===== src/rtl/y86_pkg.sv =====
// Shared Y86-64 encodings: instruction codes, register specifiers and status codes.
package y86_pkg;

    localparam logic [3:0] IHALT   = 4'h0;
    localparam logic [3:0] INOP    = 4'h1;
    localparam logic [3:0] IRRMOVQ = 4'h2;
    localparam logic [3:0] IIRMOVQ = 4'h3;
    localparam logic [3:0] IRMMOVQ = 4'h4;
    localparam logic [3:0] IMRMOVQ = 4'h5;
    localparam logic [3:0] IOPQ    = 4'h6;
    localparam logic [3:0] IJXX    = 4'h7;
    localparam logic [3:0] ICALL   = 4'h8;
    localparam logic [3:0] IRET    = 4'h9;
    localparam logic [3:0] IPUSHQ  = 4'hA;
    localparam logic [3:0] IPOPQ   = 4'hB;

    localparam logic [3:0] RRSP  = 4'h4;
    localparam logic [3:0] RNONE = 4'hF;

    localparam logic [3:0] SAOK = 4'h1;
    localparam logic [3:0] SHLT = 4'h2;
    localparam logic [3:0] SADR = 4'h3;
    localparam logic [3:0] SINS = 4'h4;

endpackage


===== src/rtl/regfile_2r2w.sv =====
// 15-entry program register file: two combinational read ports, a debug read
// port, and two write ports (E and M) where M wins on a shared destination.
module regfile_2r2w
    import y86_pkg::*;
#(
    parameter int                 DATA_W    = 64,
    parameter logic [DATA_W-1:0]  RESET_RSP = '0
) (
    input  logic              clk,
    input  logic              rst,
    input  logic              we,
    input  logic [3:0]        srcA,
    input  logic [3:0]        srcB,
    input  logic [3:0]        dstE,
    input  logic [3:0]        dstM,
    input  logic [DATA_W-1:0] valE,
    input  logic [DATA_W-1:0] valM,
    input  logic [3:0]        dbg_idx,
    output logic [DATA_W-1:0] valA,
    output logic [DATA_W-1:0] valB,
    output logic [DATA_W-1:0] dbg_val
);

    logic [DATA_W-1:0] regs [0:14];

    // Specifier F means "no register" and always reads as zero.
    function automatic logic [DATA_W-1:0] rd(input logic [3:0] idx);
        return (idx == RNONE) ? '0 : regs[idx];
    endfunction

    assign valA    = rd(srcA);
    assign valB    = rd(srcB);
    assign dbg_val = rd(dbg_idx);

    // NOTE: the array is architectural state that must read as defined values
    // after reset, so every entry is reset explicitly rather than left to RAM init.
    always_ff @(posedge clk) begin
        if (rst) begin
            for (int i = 0; i < 15; i++)
                regs[i] <= '0;
            regs[RRSP] <= RESET_RSP;
        end else if (we) begin
            // NOTE: non-blocking writes; the M write is issued last so it
            // overrides E when both target the same register.
            if (dstE != RNONE)
                regs[dstE] <= valE;
            if (dstM != RNONE)
                regs[dstM] <= valM;
        end
    end

endmodule


===== src/rtl/decode_writeback.sv =====
// SEQ decode/write-back stage with sticky halt. Define DECODE_PERF_CNT_EN to add
// the retired_cnt and halt_cycles performance counters.
module decode_writeback
    import y86_pkg::*;
#(
    parameter int                 DATA_W    = 64,
    parameter logic [DATA_W-1:0]  RESET_RSP = 64'h0
) (
    input  logic              clk,
    input  logic              rst,
    input  logic [3:0]        icode,
    input  logic [3:0]        rA,
    input  logic [3:0]        rB,
    input  logic              cnd,
    input  logic [DATA_W-1:0] valE,
    input  logic [DATA_W-1:0] valM,
    input  logic [3:0]        stat,
    output logic [DATA_W-1:0] valA,
    output logic [DATA_W-1:0] valB,
    output logic [3:0]        dstE,
    output logic [3:0]        dstM,
    output logic              halted,
    input  logic [3:0]        dbg_idx,
`ifdef DECODE_PERF_CNT_EN
    output logic [63:0]       retired_cnt,
    output logic [63:0]       halt_cycles,
`endif
    output logic [DATA_W-1:0] dbg_val
);

    logic [3:0] srcA;
    logic [3:0] srcB;
    logic       retire;

    // NOTE: every output gets a default first so no path leaves it unassigned
    // (which would infer a latch).
    always_comb begin
        srcA = RNONE;
        srcB = RNONE;
        dstE = RNONE;
        dstM = RNONE;
        unique case (icode)
            IRRMOVQ: begin srcA = rA; dstE = cnd ? rB : RNONE; end
            IIRMOVQ: dstE = rB;
            IRMMOVQ: begin srcA = rA; srcB = rB; end
            IMRMOVQ: begin srcB = rB; dstM = rA; end
            IOPQ:    begin srcA = rA; srcB = rB; dstE = rB; end
            ICALL:   begin srcB = RRSP; dstE = RRSP; end
            IRET:    begin srcA = RRSP; srcB = RRSP; dstE = RRSP; end
            IPUSHQ:  begin srcA = rA; srcB = RRSP; dstE = RRSP; end
            IPOPQ:   begin srcA = RRSP; srcB = RRSP; dstE = RRSP; dstM = rA; end
            default: ;
        endcase
    end

    // Architectural state only advances for a good instruction while running.
    assign retire = !halted && (stat == SAOK);

    always_ff @(posedge clk) begin
        if (rst)
            halted <= 1'b0;
        else if (stat != SAOK)
            halted <= 1'b1;
    end

`ifdef DECODE_PERF_CNT_EN
    always_ff @(posedge clk) begin
        if (rst) begin
            retired_cnt <= '0;
            halt_cycles <= '0;
        end else begin
            if (retire)
                retired_cnt <= retired_cnt + 64'd1;
            if (halted)
                halt_cycles <= halt_cycles + 64'd1;
        end
    end
`endif

    regfile_2r2w #(
        .DATA_W    (DATA_W),
        .RESET_RSP (RESET_RSP)
    ) u_regfile (
        .clk     (clk),
        .rst     (rst),
        .we      (retire),
        .srcA    (srcA),
        .srcB    (srcB),
        .dstE    (dstE),
        .dstM    (dstM),
        .valE    (valE),
        .valM    (valM),
        .dbg_idx (dbg_idx),
        .valA    (valA),
        .valB    (valB),
        .dbg_val (dbg_val)
    );

endmodule


===== config.mk =====
export PLATFORM = sky130hd
export DESIGN_NAME = decode_writeback
export DESIGN_NICKNAME = d
export VERILOG_FILES = /design/src/rtl/y86_pkg.sv /design/src/rtl/regfile_2r2w.sv /design/src/rtl/decode_writeback.sv
export SDC_FILE = /design/constraint.sdc
export NUM_CORES = 2
export LEC_CHECK = 0
export ABC_CLOCK_PERIOD_IN_PS = 11800
export CAP_MARGIN = 20
export CORE_MARGIN = 3
export CORE_UTILIZATION = 36
export DETAILED_ROUTE_END_ITERATION = 10
export HOLD_SLACK_MARGIN = 0.15
export SLEW_MARGIN = 20
export SYNTH_ARGS = -nofsm -noshare
export SYNTH_HDL_FRONTEND = slang
export SYNTH_HIERARCHICAL = 1
export SYNTH_SLANG_ARGS = --single-unit

===== constraint.sdc =====
create_clock -name clk -period 11.8 [get_ports clk]
set_input_delay 2.36 -clock clk [delete_from_list [all_inputs] [get_ports clk]]
set_output_delay 2.36 -clock clk [all_outputs]
set_load 0.05 [all_outputs]

==> run summary <==
Status -> completed
GP Congestion -> 0.8716
Hold Crit Class -> reg2reg
Initial antenna violation count -> 31
Post-synth top area share -> 0.4697
#FFs+latches synth -> 961
GRT Overall Usage -> 0.3107
Worst setup margin -> 1.870 ns
Syn Nets -> 4,724
Mapped Cells -> 4,573
Buf+Inv Stages, Crit Path -> 4
Placed cells -> 6,632
Worst path required time -> 9.44 ns
Routed WL per cell -> 41.17 um
Post-route setup TNS -> 0 ns
Global route overflow -> 0
Tightest Pin Transition -> 1.253 ns
Pint -> 6.553 mW
Tmin final -> 9.930 ns
Most frequent cells after synthesis -> a22o_1 (960), edfxtp_1 (960), mux2i_1 (449), clkbuf_1 (437), mux4_2 (386)
Remaining antenna violation count -> 0
Final wirelength -> 282.6 mm
Initial detailed-routing violation count -> 7,427
Final Non-Filler Cells -> 6,864
Post-CTS Hold Buffers -> 0
Period utilization -> 0.8415
Post-synth EDFFs -> 960
Yosys Warn Count -> 6
DIE HEIGHT -> 418.9 um
Yosys cell types -> 51
Hold Path Stages -> 1
P_sw -> 2.839 mW
Synth top area cells -> edfxtp_1 (47%), mux4_2 (14%), a22o_1 (14%)
Leakage power total -> 25.00 nW
First-pass DRT Iterations -> 6
Vias in the first global route -> 49,960
Flop2flop setup slack -> 6.86 ns
WS Path Type -> in2out
Synth Flop Type -> edfxtp_1
H-tree levels -> 3
Total CTS buffers -> 113
Die footprint -> 175,500 um^2
Post-cts sizing count -> 0
Worst setup EP type -> output port
Post-CTS setup buffer count -> 0
Avg Cell Area, Syn -> 13.42 um^2
DRC errors left -> 0
Max IR drop VDD -> 0.1392 mV
Cell Chain, Critical Path -> clkdlybuf4s50_1, nor3b_2, a221oi_4, buf_4, and3b_4, buf_12, a221oi_1, o21ai_0, clkdlybuf4s50_1
Reg2reg end -> u_regfile/regs[6][45]
Initial Utilization -> 0.3646
Share of post-route cells with drive strength above 1 -> 0.1932
Sequential share of power -> 0.425
Fmax -> 100.7 MHz
Seq/Total Area, Yosys -> 0.4700
GRT Max-Usage Layer -> met2
Pwr Density -> 133.2 nW/um^2
Pin count of the biggest net entering global routing -> 108
Crit-path max FO -> 45
Via count -> 50,690
Slew HR -> 0.1648
Worst path arrival time -> 7.57 ns
Vias per std cell -> 7.385
Area grow syn2layout -> 14.84%
Sw Share -> 0.3022
Root Buffer -> clkbuf_16
Critical path's largest stage delay -> 1.25 ns
Row cnt -> 150
Place WS -> 2.003 ns
Clock power frac -> 0.375
Slowest cell on crit path -> and3b_4
Clock Tree Buf Depth -> 3
Post-synth ARST share -> 0
Clk Latency, worst-skew pair -> 0.75 ns
Port Buffers -> 351
Final core utilization -> 0.4187
Top Ports -> 352
Final net count -> 4,695
Reg2Reg Launch Point -> halted
Met3 GRT Util -> 0.07440
First-pass GRT wire length -> 387.1 mm
Hold path startpoint -> halted
Pins over their slew limit -> 0
Max_cap viols -> 0
Comb pwr share -> 0.201
Startpoint Class -> primary input
Crit-path leading delay family -> buffers and inverters
CP most frequent cell -> clkdlybuf4s50_1
Final HPWL DP -> 156.1 mm
Cell taking the most area after synthesis -> edfxtp_1
TritonCTS clock tree -> yes
Worst Hold Path EP -> halted
GR Util met1 -> 0.3793
Post-DP Area -> 66,810 um^2
Clk_skew -> 0.03789 ns
Core region area -> 168,300 um^2
Final Hold Vio Count -> 0
Unrepaired setup endpoints after global routing -> no
Sink Count -> 961
M2 GR Usage -> 0.4815
Netlist Area Pre-Place -> 61,380 um^2
Die W -> 418.9 um
Endpoints failing setup -> 0
Final Cell Area -> 70,490 um^2
Reg clk slew, reported paths -> 0.06 ns
Reg2reg path depth -> 8
## final cells by class
class                   count  area (um^2)
inverters                  72        272.8
repair buffers            505         4851
clock buffers             137         2982
flip-flops and latches    961        28850
multi-input cells        2891        30100
well taps                2204         2758
fillers                 15110        97860
diodes                     22        55.05
clock inverters            72        625.6
## cells by family (layout without fill, tap and decap cells)
logic type / after synthesis / count (layout) / synth area share
AO/OA/AOI/OAI: 1755 / 1755 / 0.2285
flip-flops: 961 / 961 / 0.4700
multiplexers: 960 / 960 / 0.2378
buffers and inverters: 721 / 786 / 0.04792
AND/OR/NAND/NOR: 176 / 176 / 0.01580
other: 0 / 22 / 0
## routing by layer
layer,vias up,wire length [um]
li1,19490,-
met1,25730,97830
met2,4314,128000
met3,1155,33590
met4,2,23210
met5,-,13
## how the worst max path moves through the flow
stage,start,end,slack [ns],cells after the start
2_1_floorplan,icode[0],u_regfile/regs[13][0],1.42,4
3_3_place_gp,icode[2],valA[5],2.03,10
3_5_place_dp,icode[2],valA[29],2.00,9
4_1_cts,icode[2],valA[29],2.01,9
5_1_grt,icode[2],valA[35],1.83,10
6_report,icode[2],valA[34],1.87,9
## cell usage in the layout, fill, tap and decap left out, types with 70 or more instances in the layout
master,synthesis,layout
clkbuf_16,0,116
nand2_1,70,70
mux2_2,125,125
o22ai_1,188,188
mux4_2,386,386
a22oi_1,187,187
a22o_1,960,960
buf_4,3,141
clkdlybuf4s50_1,0,347
mux2i_1,449,449
a221oi_1,127,124
inv_1,70,70
o21ai_0,141,132
edfxtp_1,960,960
## power by group through the flow
stage | sequential, mW | clock, mW | combinational (mW)
2_1_floorplan | 4.04 | 0 | 1.14
3_3_place_gp | 4.04 | 0 | 1.85
3_5_place_dp | 4.05 | 0 | 1.85
4_1_cts | 3.98 | 3.54 | 1.86
5_1_grt | 4.00 | 3.67 | 1.93
6_report | 3.99 | 3.52 | 1.89
## state kept, by name, summed over array words and instances (netlist names)
name / flops
u_regfile/regs: 960
halted: 1
## through the flow
step	hold slack (ns)	power, mW
final	0.5270	9.392
after global routing	0.5790	9.597
after CTS	0.5312	9.375
after detailed placement	0.5160	5.905
after global placement	0.4977	5.888
after floorplan	0.8816	5.179
Note: power is estimated with default switching activity, not from simulation.
